$ cat src/rtl/gpdi_timing_ctrl.sv
// Raster timing sequencer for the GPDI/TMDS path: issues pixel fetches FETCH_LEAD cycles
// ahead of active video and re-times the returned pixels, syncs and DE onto the encoder inputs.
module gpdi_timing_ctrl #(
    parameter int H_ACTIVE   = 640,
    parameter int H_FP       = 16,
    parameter int H_SYNC     = 96,
    parameter int H_BP       = 48,
    parameter int V_ACTIVE   = 480,
    parameter int V_FP       = 10,
    parameter int V_SYNC     = 2,
    parameter int V_BP       = 33,
    parameter bit HS_POL     = 1'b0,
    parameter bit VS_POL     = 1'b0,
    parameter int FETCH_LEAD = 2
) (
    input  logic        I_pix_clk,
    input  logic        I_rst,
    input  logic        I_enable,
    input  logic        I_pix_valid,
    input  logic [7:0]  I_pix_r,
    input  logic [7:0]  I_pix_g,
    input  logic [7:0]  I_pix_b,
    input  logic        I_clr_underflow,
    output logic        O_pix_req,
    output logic [11:0] O_x,
    output logic [11:0] O_y,
    output logic        O_frame_start,
    output logic        O_rgb_hs,
    output logic        O_rgb_vs,
    output logic        O_rgb_de,
    output logic [7:0]  O_rgb_r,
    output logic [7:0]  O_rgb_g,
    output logic [7:0]  O_rgb_b,
    output logic        O_underflow,
    output logic        O_busy
);

    localparam int H_TOTAL = H_ACTIVE + H_FP + H_SYNC + H_BP;
    localparam int V_TOTAL = V_ACTIVE + V_FP + V_SYNC + V_BP;

    localparam logic [11:0] H_LAST     = 12'(H_TOTAL - 1);
    localparam logic [11:0] V_LAST     = 12'(V_TOTAL - 1);
    localparam logic [12:0] H_ACT_END  = 13'(H_ACTIVE);
    localparam logic [12:0] H_SYNC_BEG = 13'(H_ACTIVE + H_FP);
    localparam logic [12:0] H_SYNC_END = 13'(H_ACTIVE + H_FP + H_SYNC);
    localparam logic [12:0] V_ACT_END  = 13'(V_ACTIVE);
    localparam logic [12:0] V_SYNC_BEG = 13'(V_ACTIVE + V_FP);
    localparam logic [12:0] V_SYNC_END = 13'(V_ACTIVE + V_FP + V_SYNC);

    typedef enum logic [1:0] {
        IDLE  = 2'd0,
        RUN   = 2'd1,
        DRAIN = 2'd2
    } state_t;

    state_t      state;
    state_t      state_nxt;
    logic        issue;
    logic [11:0] hc;
    logic [11:0] vc;
    logic        last_pix;
    logic        act_c;
    logic        hs_c;
    logic        vs_c;
    logic        cap;
    logic        busy_c;

    // Stage 0 is the request stage; stage FETCH_LEAD drives the encoders.
    logic de_p  [0:FETCH_LEAD];
    logic hs_p  [0:FETCH_LEAD];
    logic vs_p  [0:FETCH_LEAD];
    logic vld_p [0:FETCH_LEAD-1];

    assign last_pix = (hc == H_LAST) && (vc == V_LAST);
    assign act_c    = ({1'b0, hc} < H_ACT_END) && ({1'b0, vc} < V_ACT_END);
    assign hs_c     = ({1'b0, hc} >= H_SYNC_BEG) && ({1'b0, hc} < H_SYNC_END);
    assign vs_c     = ({1'b0, vc} >= V_SYNC_BEG) && ({1'b0, vc} < V_SYNC_END);

    // A position is issued on every edge spent in RUN or DRAIN, plus the IDLE->RUN edge,
    // so the first RUN cycle already presents (0,0). Leaving the frame only happens on its last pixel.
    always_comb begin
        state_nxt = state;
        issue     = 1'b0;
        case (state)
            IDLE: begin
                if (I_enable) begin
                    issue     = 1'b1;
                    state_nxt = RUN;
                end
            end
            RUN: begin
                issue = 1'b1;
                if (!I_enable) state_nxt = last_pix ? IDLE : DRAIN;
            end
            DRAIN: begin
                issue = 1'b1;
                if (I_enable)      state_nxt = RUN;
                else if (last_pix) state_nxt = IDLE;
            end
            default: state_nxt = IDLE;
        endcase
    end

    always_ff @(posedge I_pix_clk) begin
        if (I_rst) begin
            state <= IDLE;
            hc    <= '0;
            vc    <= '0;
        end else begin
            state <= state_nxt;
            if (issue) begin
                if (hc == H_LAST) begin
                    hc <= '0;
                    vc <= (vc == V_LAST) ? 12'd0 : vc + 12'd1;
                end else begin
                    hc <= hc + 12'd1;
                end
            end
        end
    end

    always_ff @(posedge I_pix_clk) begin
        if (I_rst) begin
            O_x           <= '0;
            O_y           <= '0;
            O_frame_start <= 1'b0;
            for (int k = 0; k <= FETCH_LEAD; k++) begin
                de_p[k] <= 1'b0;
                hs_p[k] <= 1'b0;
                vs_p[k] <= 1'b0;
            end
            for (int k = 0; k < FETCH_LEAD; k++) vld_p[k] <= 1'b0;
        end else begin
            O_x           <= issue ? hc : 12'd0;
            O_y           <= issue ? vc : 12'd0;
            O_frame_start <= issue && (hc == 12'd0) && (vc == 12'd0);
            de_p[0]       <= issue && act_c;
            hs_p[0]       <= issue && hs_c;
            vs_p[0]       <= issue && vs_c;
            vld_p[0]      <= issue;
            for (int k = 1; k <= FETCH_LEAD; k++) begin
                de_p[k] <= de_p[k-1];
                hs_p[k] <= hs_p[k-1];
                vs_p[k] <= vs_p[k-1];
            end
            for (int k = 1; k < FETCH_LEAD; k++) vld_p[k] <= vld_p[k-1];
        end
    end

    // Capture edge: the edge that loads de=1 into the output stage.
    assign cap = de_p[FETCH_LEAD-1];

    always_ff @(posedge I_pix_clk) begin
        if (I_rst) begin
            O_rgb_r     <= '0;
            O_rgb_g     <= '0;
            O_rgb_b     <= '0;
            O_underflow <= 1'b0;
        end else begin
            if (cap && I_pix_valid) begin
                O_rgb_r <= I_pix_r;
                O_rgb_g <= I_pix_g;
                O_rgb_b <= I_pix_b;
            end else begin
                O_rgb_r <= '0;
                O_rgb_g <= '0;
                O_rgb_b <= '0;
            end
            if (cap && !I_pix_valid) O_underflow <= 1'b1;
            else if (I_clr_underflow) O_underflow <= 1'b0;
        end
    end

    always_comb begin
        busy_c = 1'b0;
        for (int k = 0; k < FETCH_LEAD; k++) busy_c = busy_c | vld_p[k];
    end

    assign O_pix_req = de_p[0];
    assign O_rgb_de  = de_p[FETCH_LEAD];
    assign O_rgb_hs  = hs_p[FETCH_LEAD] ? HS_POL : ~HS_POL;
    assign O_rgb_vs  = vs_p[FETCH_LEAD] ? VS_POL : ~VS_POL;
    assign O_busy    = busy_c;

endmodule
$ cat config.mk
export PLATFORM = sky130hd
export DESIGN_NAME = gpdi_timing_ctrl
export DESIGN_NICKNAME = d
export VERILOG_FILES = /design/src/rtl/gpdi_timing_ctrl.sv
export SDC_FILE = /design/constraint.sdc
export NUM_CORES = 1
export LEC_CHECK = 0
export ABC_AREA = 1
export CORE_ASPECT_RATIO = 1.75
export CORE_MARGIN = 2
export CORE_UTILIZATION = 35
export DETAILED_ROUTE_END_ITERATION = 10
export PLACE_DENSITY = 0.65
export SLEW_MARGIN = 20
export SYNTH_ARGS = -nofsm -noshare
export SYNTH_HDL_FRONTEND = slang
export SYNTH_SLANG_ARGS = --single-unit
$ cat constraint.sdc
create_clock -name I_pix_clk -period 1.85 [get_ports I_pix_clk]
set_input_delay 0.37 -clock I_pix_clk [delete_from_list [all_inputs] [get_ports I_pix_clk]]
set_output_delay 0.37 -clock I_pix_clk [all_outputs]
set_load 0.02 [all_outputs]
==> results_dict.tcl, run 1 <==
set metrics [dict create \
    clockPowerShare_pct 35.7 \
    fin_cells 657 \
    synth_top_flop_cell "dfxtp_1" \
    yosysWarnings 0 \
    grt_max_degree 25 \
    netlist_instances 425 \
    path_class "flop to flop" \
    crit_family "flip-flops" \
    endpoint "hc[6]" \
    grt_pass1_vias 2983 \
    gr-total-overflow 0 \
    crit_top_cell "inv_1" \
    htree_levels 3 \
    diodes 0 \
    rsz0062_at_grt "no" \
    drc 0 \
    maxCapViolations 0 \
    slowest_delay_ps 380 \
    port-buffer-count 83 \
    grt_pass1_wl_um 13400 \
    r2r-end "hc[6]" \
    leakagePower_nw 2.02 \
    via_count 2984 \
    design.die.area_um2 10400 \
    r2r_slack_ps 150 \
    synth-seq-area-share_pct 51.8 \
    p_sw_share_pct 28.5 \
    hold_violations 0 \
    area_growth_pct 40.8 \
    ys_types 32 \
    cellPowerDensity_nw_per_um2 1040 \
    fmax_mhz 590 \
    hold_class "flop to flop" \
    synth_edf_count 0 \
    grt_antenna_before_repair 0 \
    synthArstFlopShare_pct 0 \
    peakVddDrop_v 0.000549 \
    cts.sinks 87 \
    cts_buffers 9 \
    layout.nets 567 \
    tightest_slew_ps 300 \
    r2r_start "state[0]" \
    crit_required_ps 2080 \
    cts.clk_slew.worst_paths_ps 60 \
    drt-initial-drc-count 134 \
    min_period_over_period_pct 91.7 \
    vias_per_cell 4.54 \
    synthesis.area_um2 3360 \
    critPathLaunch "state[0]" \
    cts_buffer_depth 2 \
    start_util_pct 35.7 \
    ant_nets 0 \
    end_kind "flop" \
    routedWlPerCell_um 12.4 \
    cp-start-kind "flop" \
    grtUsageTotal_pct 16.5 \
    fin_skew_ps 5.51 \
    syn-num-nets 462 \
    holdBufCountCts 0 \
    drive_above_1_share_pct 11.2 \
    fillCellCount 910 \
    clk_latency_ps 340 \
    coreArea_um2 9410 \
    dpl_worst_slack_ps -55.4 \
    ys_ff_latch 87 \
    design_area_um2 4740 \
    rows 47 \
    post_dp_cell_area_um2 4430 \
    cts_setup_buffers 0 \
    worst-path-buf-inv 3 \
    synth.avg_cell_area_um2 7.91 \
    cts_root_buffer "clkbuf_16" \
    cpMaxStageDelayCell "dfxtp_1" \
    crit_fanout 4 \
    dp.cells 641 \
    path_cells "inv_1 -> ha_1 -> inv_1 -> a21oi_4 -> nand3_2 -> nor2_1 -> inv_1 -> o21ai_0 -> nor2_1" \
    seq_power_share_pct 41.8 \
    comb_power_share_pct 22.6 \
    finalPower_mw 4.93 \
    period_needed_ps 1700 \
    firstDrtPassIters 4 \
    p_int_mw 3.53 \
    dpl.hpwl_um 6320 \
    crit_cells 9 \
    drv_slew 0 \
    die_x_um 78.1 \
    power_switching_mw 1.41 \
    ios 84 \
    ff2ff_path_depth 9 \
    crit_arrival_ps 1930 \
    finalSetupViolations 0 \
    place.gp.congestion 0.930 \
    status "completed" \
    fin_ws_ps 154 \
    cts_tree "yes" \
    drt-total-wl_um 8110 \
    fin_setup_tns_ps 0 \
    relSlewSlack_pct 79.4 \
    chipHeight_um 134 \
]
[cell usage after synthesis, drive strengths merged (2+ instances only)]
cell type  count  share of area, %
nor3          19               3.8
dfxtp         87                52
buf            3              0.63
nand3         20               3.3
nand2         61               7.5
nand4          9               1.7
ha             8               3.0
nor2          90                11
inv           88               9.8
nor4           2              0.37
o21ai         11               2.1
a21oi         17               2.9
clkbuf         3              0.93
[how the worst min path moves through the flow]
stage                startpoint          end  slack, ps  cells after the start
floorplan            hs_p[0][0]   hs_p[0][1]        390                      2
global placement     hs_p[0][1]   hs_p[0][2]        390                      2
detailed placement   hs_p[0][0]   hs_p[0][1]        400                      2
CTS                  hs_p[0][0]   hs_p[0][1]        410                      2
global route        vld_p[0][0]  vld_p[0][1]        440                      2
finish               hs_p[0][0]   hs_p[0][1]        410                      2
[sequential cells by signal (all words and copies together), names as in the netlist, 8 cells and up]
| signal | cells |
|---|---|
| O_y | 12 |
| O_rgb_b | 8 |
| O_rgb_g | 8 |
| hc | 12 |
| O_x | 12 |
| O_rgb_r | 8 |
| vc | 12 |
[power by group through the flow]
stage | Clock [mW] | Combinational, mW | Sequential (mW)
finish | 1.76 | 1.11 | 2.06
global route | 1.91 | 1.22 | 2.07
CTS | 1.81 | 1.12 | 2.06
detailed placement | 0 | 1.12 | 2.10
global placement | 0 | 1.10 | 2.10
floorplan | 0 | 0.624 | 2.16
[per-layer routing]
| metal | up-vias | global-route usage [%] | routed length [um] |
|---|---|---|---|
| li1 | 1510 | - | - |
| met1 | 1348 | 15.2 | 2970 |
| met2 | 109 | 31.5 | 4420 |
| met3 | 17 | 4.81 | 467 |
| met4 | 0 | 8.97 | 256 |
| met5 | - | 0 | 0 |
[cells in the final DEF, fill, tap and decap left out, types with 2 or more instances in the layout]
master / netlist / routed
clkinvlp_4: 0 / 2
clkbuf_16: 0 / 9
nand2_1: 54 / 54
nand3_1: 19 / 18
clkdlybuf4s50_1: 0 / 82
clkbuf_1: 1 / 2
dfxtp_1: 87 / 87
nor2_2: 4 / 5
o21ai_0: 7 / 7
nor3_1: 14 / 13
a21oi_1: 16 / 16
nor3_2: 4 / 5
nand2_2: 6 / 6
inv_2: 2 / 2
o21ai_2: 4 / 4
nor4_1: 2 / 2
nand4_1: 9 / 9
ha_1: 8 / 8
nor2_1: 85 / 84
buf_4: 0 / 16
inv_1: 86 / 86
[stage by stage]
step / hold WS [ps] / util [%]
after floorplan: 388 / -
after global placement: 391 / 47.1
after detailed placement: 402 / 47.1
after CTS: 409 / 50.2
after global routing: 436 / 50.3
final: 406 / 50.3
[cell type report]
cell class                 count  area (um2)  area share (%)
clock buffer                  11         233            4.91
clock inverter                 5        58.8            1.24
inverter                      88         330            6.97
multi-input combinational    244        1250            26.4
sequential                    87        1740            36.8
tap                          122         153            3.22
timing repair buffer         100         970            20.5
[worst reg2reg max path, delay by kind of cell (launching register included)]
kind	cells	cell delay, ps
AND/OR/NAND/NOR	3	350
buffers and inverters	3	230
flip-flops	1	380
AO/OA/AOI/OAI	2	350
adder cells (fa/ha/maj)	1	280
[kinds of logic after synthesis]
logic type | count (synthesis) | share of synthesized area, %
AOI/OAI and AO/OA | 32 | 5.92
xor gates and xnor gates | 1 | 0.260
adders and majority gates | 8 | 2.98
buffers and inverters | 94 | 11.4
DFF | 87 | 51.8
muxes | 1 | 0.298
and+or+nand+nor | 202 | 27.4
[repair_timing]
item,CTS,global route
gates resized for setup,1,3
setup endpoints to repair,1,4
pin swaps,0,0
(Power assumes the default switching activity.)
==> inputs of run 2 (changes only) <==
--- a/config.mk
+++ b/config.mk
@@ -9,6 +9,7 @@
 export CORE_ASPECT_RATIO = 1.75
 export CORE_MARGIN = 2
 export CORE_UTILIZATION = 35
+export CTS_CLUSTER_SIZE = 25
 export DETAILED_ROUTE_END_ITERATION = 10
 export PLACE_DENSITY = 0.65
 export SLEW_MARGIN = 20
==> constraint.sdc (replaced) <==
create_clock -name I_pix_clk -period 2 [get_ports I_pix_clk]
set_input_delay 0.4 -clock I_pix_clk [delete_from_list [all_inputs] [get_ports I_pix_clk]]
set_output_delay 0.4 -clock I_pix_clk [all_outputs]
set_load 0.02 [all_outputs]
==> results_dict.tcl, run 2 (synthesized netlist as in run 1, its figures left out) <==
set metrics [dict create \
    cts-resized-gates 0 \
    grt_antenna_before_repair 0 \
    fmax_mhz 542 \
    dpl_worst_slack_ps 87.9 \
    fillCellCount 891 \
    vias_per_cell 4.45 \
    holdBufCountCts 0 \
    cts_buffer_depth 2 \
    end_kind "output pin" \
    tightest_slew_ps 331 \
    p_int_mw 3.44 \
    grt_pass1_wl_um 12400 \
    path_class "flop to output pin" \
    drt-total-wl_um 7680 \
    final_cell_mix "87 x dfxtp_1, 86 x inv_1, 85 x nor2_1, 83 x clkdlybuf4s50_1, 54 x nand2_1" \
    htree_levels 3 \
    via_count 2903 \
    ant_nets 0 \
    power_switching_mw 1.27 \
    fin_ws_ps 156 \
    chipHeight_um 134 \
    cts.clk_slew.worst_paths_ps 60 \
    area_growth_pct 40.5 \
    maxCapViolations 0 \
    gr-total-overflow 0 \
    leakagePower_nw 2.01 \
    seq_power_share_pct 40.4 \
    ios 84 \
    grt_max_degree 25 \
    rsz0062_at_grt "no" \
    relSlewSlack_pct 77.3 \
    hold_violations 0 \
    routedWlPerCell_um 11.8 \
    die_x_um 78.1 \
    grtUsageTotal_pct 15.3 \
    clockPowerShare_pct 38.4 \
    cts_root_buffer "clkbuf_16" \
    drv_slew 0 \
    drive_above_1_share_pct 10.2 \
    diodes 0 \
    hold_class "flop to flop" \
    rows 47 \
    finalSetupViolations 0 \
    period_needed_ps 1840 \
    firstDrtPassIters 4 \
    final_common_cell "dfxtp_1" \
    layout.nets 563 \
    p_sw_share_pct 27.0 \
    status "completed" \
    crit_fanout 1 \
    cellPowerDensity_nw_per_um2 998 \
    cts_tree "yes" \
    comb_power_share_pct 21.2 \
    peakVddDrop_v 0.000594 \
    place.gp.congestion 0.933 \
    start_util_pct 35.7 \
    grt_pass1_vias 2835 \
    cts_setup_buffers 0 \
    min_period_over_period_pct 92.2 \
    drt-initial-drc-count 142 \
    port-buffer-count 83 \
    design.die.area_um2 10400 \
    cts_buffers 9 \
    clk_latency_ps 330 \
    dpl.hpwl_um 6040 \
    cts.sinks 87 \
    crit_arrival_ps 1440 \
    coreArea_um2 9410 \
    crit_required_ps 1600 \
    drc 0 \
    cp-start-kind "flop" \
    fin_skew_ps 3.74 \
    fin_setup_tns_ps 0 \
]
-- run 2: worst paths after layout --
check             cells after the start    endpoint  slack, ps   startpoint
setup / recovery                      2      O_busy        160  vld_p[0][1]
hold / removal                        2  hs_p[0][1]        410   hs_p[0][0]
setup reg to reg                      9       hc[6]        230     state[0]
hold reg to reg                       2  hs_p[0][1]        410   hs_p[0][0]
-- run 2: routing by layer --
| layer | vias up | part of all wire (%) | GRT usage, % |
|---|---|---|---|
| li1 | 1502 | - | - |
| met1 | 1295 | 37 | 14.0 |
| met2 | 96 | 55 | 28.7 |
| met3 | 10 | 6.2 | 4.88 |
| met4 | 0 | 2.0 | 8.97 |
| met5 | - | 0 | 0 |
-- run 2: critical path: stages (launching register included) --
cell	delay, ps
dfxtp_1	290
or2_2	290
clkdlybuf4s50_1	540
-- run 2: layout make-up --
cell class              count  area, um2  area share (%)
clock buffers              12        256            5.43
clock inverters             4       76.3            1.62
inverters                  88        330            6.99
multi-input cells         244       1240            26.2
flip-flops and latches     87       1740            36.9
well taps                 122        153            3.23
repair buffers             96        928            19.7
-- run 2: metrics by stage --
step                cell area [um2]  hold WS (ps)  utilization (%)  power (mW)  instances
floorplan                      3360           388                -        2.57        425
finish                         4720           405             50.2        4.71        653
detailed placement             4390           399             46.7        2.95        637
global placement               4390           391             46.7        2.93        637
global route                   4720           419             50.2        4.96        653
CTS                            4720           408             50.2        4.78        653
-- run 2: power groups by stage --
| stage | Combinational [mW] | Sequential, mW | Clock (mW) |
|---|---|---|---|
| 6_report | 0.999 | 1.91 | 1.81 |
| 4_1_cts | 1.01 | 1.91 | 1.86 |
| 3_5_place_dp | 1.01 | 1.94 | 0 |
| 5_1_grt | 1.10 | 1.92 | 1.93 |
| 3_3_place_gp | 0.988 | 1.94 | 0 |
| 2_1_floorplan | 0.577 | 2.00 | 0 |
==> patch 1 (settings of run 1) <==
Remove the register `O_y`: a continuous assignment takes its place, so the output `O_y` follows one clock earlier.
--- a/src/rtl/gpdi_timing_ctrl.sv
+++ b/src/rtl/gpdi_timing_ctrl.sv
@@ -123,5 +123,4 @@
         if (I_rst) begin
             O_x           <= '0;
-            O_y           <= '0;
             O_frame_start <= 1'b0;
             for (int k = 0; k <= FETCH_LEAD; k++) begin
@@ -133,5 +132,4 @@
         end else begin
             O_x           <= issue ? hc : 12'd0;
-            O_y           <= issue ? vc : 12'd0;
             O_frame_start <= issue && (hc == 12'd0) && (vc == 12'd0);
             de_p[0]       <= issue && act_c;
@@ -147,4 +145,6 @@
         end
     end
+
+    assign O_y = issue ? vc : 12'd0;
 
     // Capture edge: the edge that loads de=1 into the output stage.
Formal check against the unedited RTL: same outputs for any inputs over 10 cycles, from zero or initial values and one cycle with I_rst high; that may be too few to reach the edited logic, so the function may still have changed.
==> patch 1 against run 1 <==
First-iteration DRC count increased by 19%; power increased by 9.1%; sequential cell count decreased by 12; critical path depth is 2 lower; highest routed layer unchanged; setup slack lost 0.15 ns; area after synthesis shrank 9.2%; count of clock-buffer cells in the layout stayed put; sequential share of layout area shrank 4.6 points; utilization up 4.3 points; global-route usage grew 1.8 points; worst hold slack lost 0.0054 ns; routed wire length down 2.5%; final area shrank 1.3%; critical endpoint is now O_y[8].
==> patch 1: results (changes against run 1) <==
| Metric | Value |
|---|---|
| Reg-to-Reg End | hc[11]$_SDFFE_PP0P_ |
| Layout cell share with drive strength beyond 1 | 0.189 (+0.0764) |
| Fill count | 824 (-9.5%) |
| Status | finished clean |
| First-pass GRT wire length | 13,200 µm (-1.5%) |
| Dpl hpwl | 5930 µm (-6.1%) |
| Distinct cells, synth | 33 (+3.1%) |
| GP Congestion | 0.849 (-8.8%) |
| Worst Skew | 0.00727 ns (+0.00177 ns) |
| Leakage power | 0.00196 µW (-2.5%) |
| Max stage delay on crit path | 0.33 ns (-0.05 ns) |
| Peak supply drop | 618 µV (+12%) |
| Post-synth top cells | 94 x nor2_1, 75 x dfxtp_1, 70 x inv_1, 57 x nand2_1, 18 x nand3_1 |
| Cts repair resizes | 85 (+84) |
| Post-Syn Nets | 444 (-3.9%) |
| Register area share after synthesis | 0.491 (-0.0265) |
| Nets | 557 (-1.8%) |
| CTS Buf Count | 9 (unchanged) |
| Final hold slack | 0.400 ns (-0.00544 ns) |
| Routed WL | 7910 µm (-2.5%) |
| DIE AREA | 9520 µm² (-8.8%) |
| Area of placed instances | 4210 µm² (-5.1%) |
| First drt pass iteration count | 6 (+2) |
| CP max-delay cell | dfxtp_2 |
| # placed instances | 625 (-2.5%) |
| 1st-iter DRT viols | 160 (+19%) |
| Post-Place Worst Slack | -0.387 ns (-0.332 ns) |
| Site Rows | 45 (-4.3%) |
| Syn Area/Cell | 7.51 µm² (-5.1%) |
| Hold Path Sink | hs_p[0][2]$_SDFF_PP0_ |
| Setup ws final | 0.00151 ns (-0.152 ns) |
| Worst Path Arrival | 1.48 ns (-0.45 ns) |
| DR WL/cell | 12.3 µm (-0.26%) |
| Worst Reg-to-Reg Cells | 12 (+3) |
| Worst hold start | hs_p[0][1]$_SDFF_PP0_ |
| Worst setup path end | O_y[8] |
| Vias | 2,907 (-2.6%) |
| Reg2Reg Setup Slack | 0.04 ns (-0.11 ns) |
| DR DRC count | 0 (unchanged) |
| Dominant cells by area after synthesis | dfxtp_1 49%, nor2_1 12%, inv_1 8.6%, nand2_1 7.0%, ha_1 3.3% |
| Slew Limit Headroom | 0.754 (-0.0401) |
| GRT Overall Usage | 0.183 (+0.0177) |
-- patch 1: cell count changes in the layout (fill, tap and decap cells not counted), moves of 5 or more --
cell / before / now
dfxtp_1: 87 / 71
clkdlybuf4s50_1: 82 / 71
inv_2: 2 / 7
buf_4: 16 / 28
nor2_2: 5 / 12
inv_1: 86 / 65
buf_6: 0 / 7
-- patch 1: power breakdown --
| part | internal (µW) | switching [µW] | total (µW) |
|---|---|---|---|
| Clock | 1450 | 650 | 2100 |
| Combinational | 622 | 849 | 1470 |
| Sequential | 1740 | 65.5 | 1810 |
| Total | 3820 | 1560 | 5380 |
-- patch 1: cells by family (layout without fill, tap and decap cells) --
kind of cell	Yosys count	after routing	share of synthesized area
compound gates	26	26	0.0496
xor+xnor	3	3	0.00860
fa+ha+maj	8	8	0.0328
buf+inv	81	198	0.103
flops	75	75	0.491
mux	1	1	0.00328
simple gates	213	214	0.311
-- patch 1: critical path, delay by kind of cell (launching register included) --
family	cells	cell delay (ns)
and+or+nand+nor	3	0.32
DFF	1	0.33
adders and majority gates	1	0.26
buffers and inverters	3	0.23
-- patch 1: metal layers --
metal / global-route usage / part of all wire / vias to the layer above
li1: - / - / 1477
met1: 0.169 / 0.35 / 1316
met2: 0.338 / 0.56 / 90
met3: 0.0560 / 0.059 / 24
met4: 0.101 / 0.034 / 0
met5: 0 / 0 / -
-- patch 1: cell type report --
cell class / count / area [µm²] / area share
clock buffer: 11 / 233 / 0.0498
clock inverter: 5 / 125 / 0.0268
inverter: 74 / 283 / 0.0605
multi-input combinational: 252 / 1340 / 0.287
sequential: 75 / 1510 / 0.322
tap: 117 / 146 / 0.0313
timing repair buffer: 108 / 1040 / 0.222
==> patch 2 (config.mk and constraints of run 1) <==
Without the edit above. `FETCH_LEAD`: 2 -> 1.
--- a/src/rtl/gpdi_timing_ctrl.sv
+++ b/src/rtl/gpdi_timing_ctrl.sv
@@ -12,5 +12,5 @@
     parameter bit HS_POL     = 1'b0,
     parameter bit VS_POL     = 1'b0,
-    parameter int FETCH_LEAD = 2
+    parameter int FETCH_LEAD = 1
 ) (
     input  logic        I_pix_clk,
Function: changed (a bounded check fails within 4 cycles, from zero or initial values and one cycle with I_rst high).
==> patch 2 against run 1 <==
Area after synthesis shrank 3.9%; final area shrank 2.1%; setup slack lost 0.033 ns; fmax shrank 1.9%; final cell count shrank 1.7%; first-iteration DRC count grew 37%; power grew 5.5%; count of clock-buffer cells in the layout is the same; sequential power shrank 4%; via count shrank 1.6%; sequential cell count shrank 4; utilization grew 0.98 points; routed wire length shrank 1.1%; critical path type unchanged; largest cell class unchanged; largest power group unchanged; highest routed layer unchanged.
==> patch 2: results (changes against run 1) <==
| Metric | Value |
|---|---|
| Sw frac | 0.286 (+0.00131) |
| Vias per cell | 4.54 (about the same) |
| Clk_lat worst skew | 0.34 ns (about the same) |
| Post-synth top cells | 91 x nor2_1, 83 x dfxtp_1, 64 x inv_1, 64 x nand2_1, 28 x nand3_1 |
| Reg-to-Reg End | vc[5]$_SDFFE_PP0P_ |
| Vias in the first global route | 2,882 (-3.4%) |
| GP Congestion | 0.880 (-5.4%) |
| First-pass GRT wire length | 13,000 µm (-2.8%) |
| Dpl hpwl | 6370 µm (+0.77%) |
| Reg2Reg Setup Slack | 0.12 ns (-0.03 ns) |
| # placed instances | 630 (-1.7%) |
| Worst hold start | vs_p[0][0]$_SDFF_PP0_ |
| Dominant cells by area after synthesis | dfxtp_1 51%, nor2_1 11%, inv_1 7.4%, nand2_1 7.4%, nand3_1 4.3% |
| Fin cells | 646 (-1.7%) |
| Distinct cells, synth | 32 (unchanged) |
| Leakage power | 0.00194 µW (-3.7%) |
| Worst Skew | 0.00747 ns (+0.00197 ns) |
| Clk. pwr | 1940 µW (+10%) |
| Power in sequential cells | 1980 µW (-4%) |
| GRT Overall Usage | 0.166 (+0.000495) |
| WHS Path Cells | 2 (unchanged) |
| Largest fanout on the critical path | 7 (+3) |
| Met1 usage | 0.146 (-0.00650) |
| 1st-iter DRT viols | 183 (+37%) |
| Peak supply drop | 1040 µV (+90%) |
| Met3 usage | 0.0479 (-0.000158) |
| Pin count of the biggest net entering global routing | 25 (unchanged) |
| Actual slew at the worst max-slew pin | 0.483 ns (+0.183 ns) |
| Status | finished clean |
| CTS Buf Count | 9 (unchanged) |
| Family with the most delay on the worst path | simple AND/OR/NAND/NOR gates |
| Global-route met2 utilization | 0.331 (+0.0159) |
| Layout cell share with drive strength beyond 1 | 0.108 (-0.00378) |
| Post-Syn Nets | 455 (-1.5%) |
| Register area share after synthesis | 0.514 (-0.00353) |
| Cell count after synthesis | 418 (-1.6%) |
| DR WL/cell | 12.4 µm (+0.56%) |
| Final hold slack | 0.402 ns (-0.00359 ns) |
| Nets | 558 (-1.6%) |
| Yosys warning count | 0 (unchanged) |
| CTS Root Cell | clkbuf_16 |
| Final-report setup violation count | 0 (unchanged) |
| Hold Path Sink | vs_p[0][1]$_SDFF_PP0_ |
| CP max-delay cell | dfxtp_1 |
| Worst-path clk slew | 0.06 ns (about the same) |
==> patch 2: cell count changes in the layout (fill, tap and decap cells not counted), moves of 5 or more <==
| cell | before | now |
|---|---|---|
| inv_2 | 2 | 11 |
| nor2_1 | 84 | 91 |
| inv_1 | 86 | 64 |
| nand2_1 | 54 | 62 |
| nor2_2 | 5 | 0 |
| nand3_1 | 18 | 27 |
==> patch 2: through the flow <==
step	instance area [µm²]	total power [µW]	setup WS (ns)	TNS, ns	utilization
final	4640	5200	0.121	0	0.513
after floorplan	3230	2750	0.237	0	-
after global placement	4300	3250	-0.0141	-0.0209	0.475
after global routing	4640	5440	-0.00979	-0.0274	0.513
after detailed placement	4300	3290	-0.0613	-0.124	0.475
after CTS	4620	5240	0.0778	0	0.512
==> patch 2: kinds of logic after synthesis <==
logic type | after synthesis | synth area share
xor+xnor | 5 | 0.0136
fa+ha+maj | 8 | 0.0310
compound gates | 27 | 0.0503
buf+inv | 83 | 0.103
flops | 83 | 0.514
simple gates | 212 | 0.288
==> patch 2: final cells by class <==
class | instances | area (µm²)
Clock inverter | 5 | 85.1
Clock buffer | 11 | 243
Tap cell | 120 | 150
Inverter | 77 | 292
Sequential cell | 83 | 1660
Fill cell | 890 | 4400
Timing Repair Buffer | 98 | 956
Multi-Input combinational cell | 252 | 1250
==> patch 2: timing repair <==
| item | 4_1_cts | 5_1_grt |
|---|---|---|
| setup endpoints to repair | 0 | 5 |
| resized for setup | 0 | 4 |
| setup buffers | 0 | 0 |
==> patch 2: layer usage <==
| layer | vias up | wire (µm) |
|---|---|---|
| met1 | 1355 | 2770 |
| met5 | - | 0 |
| li1 | 1491 | - |
| met4 | 0 | 271 |
| met2 | 73 | 4680 |
| met3 | 17 | 302 |
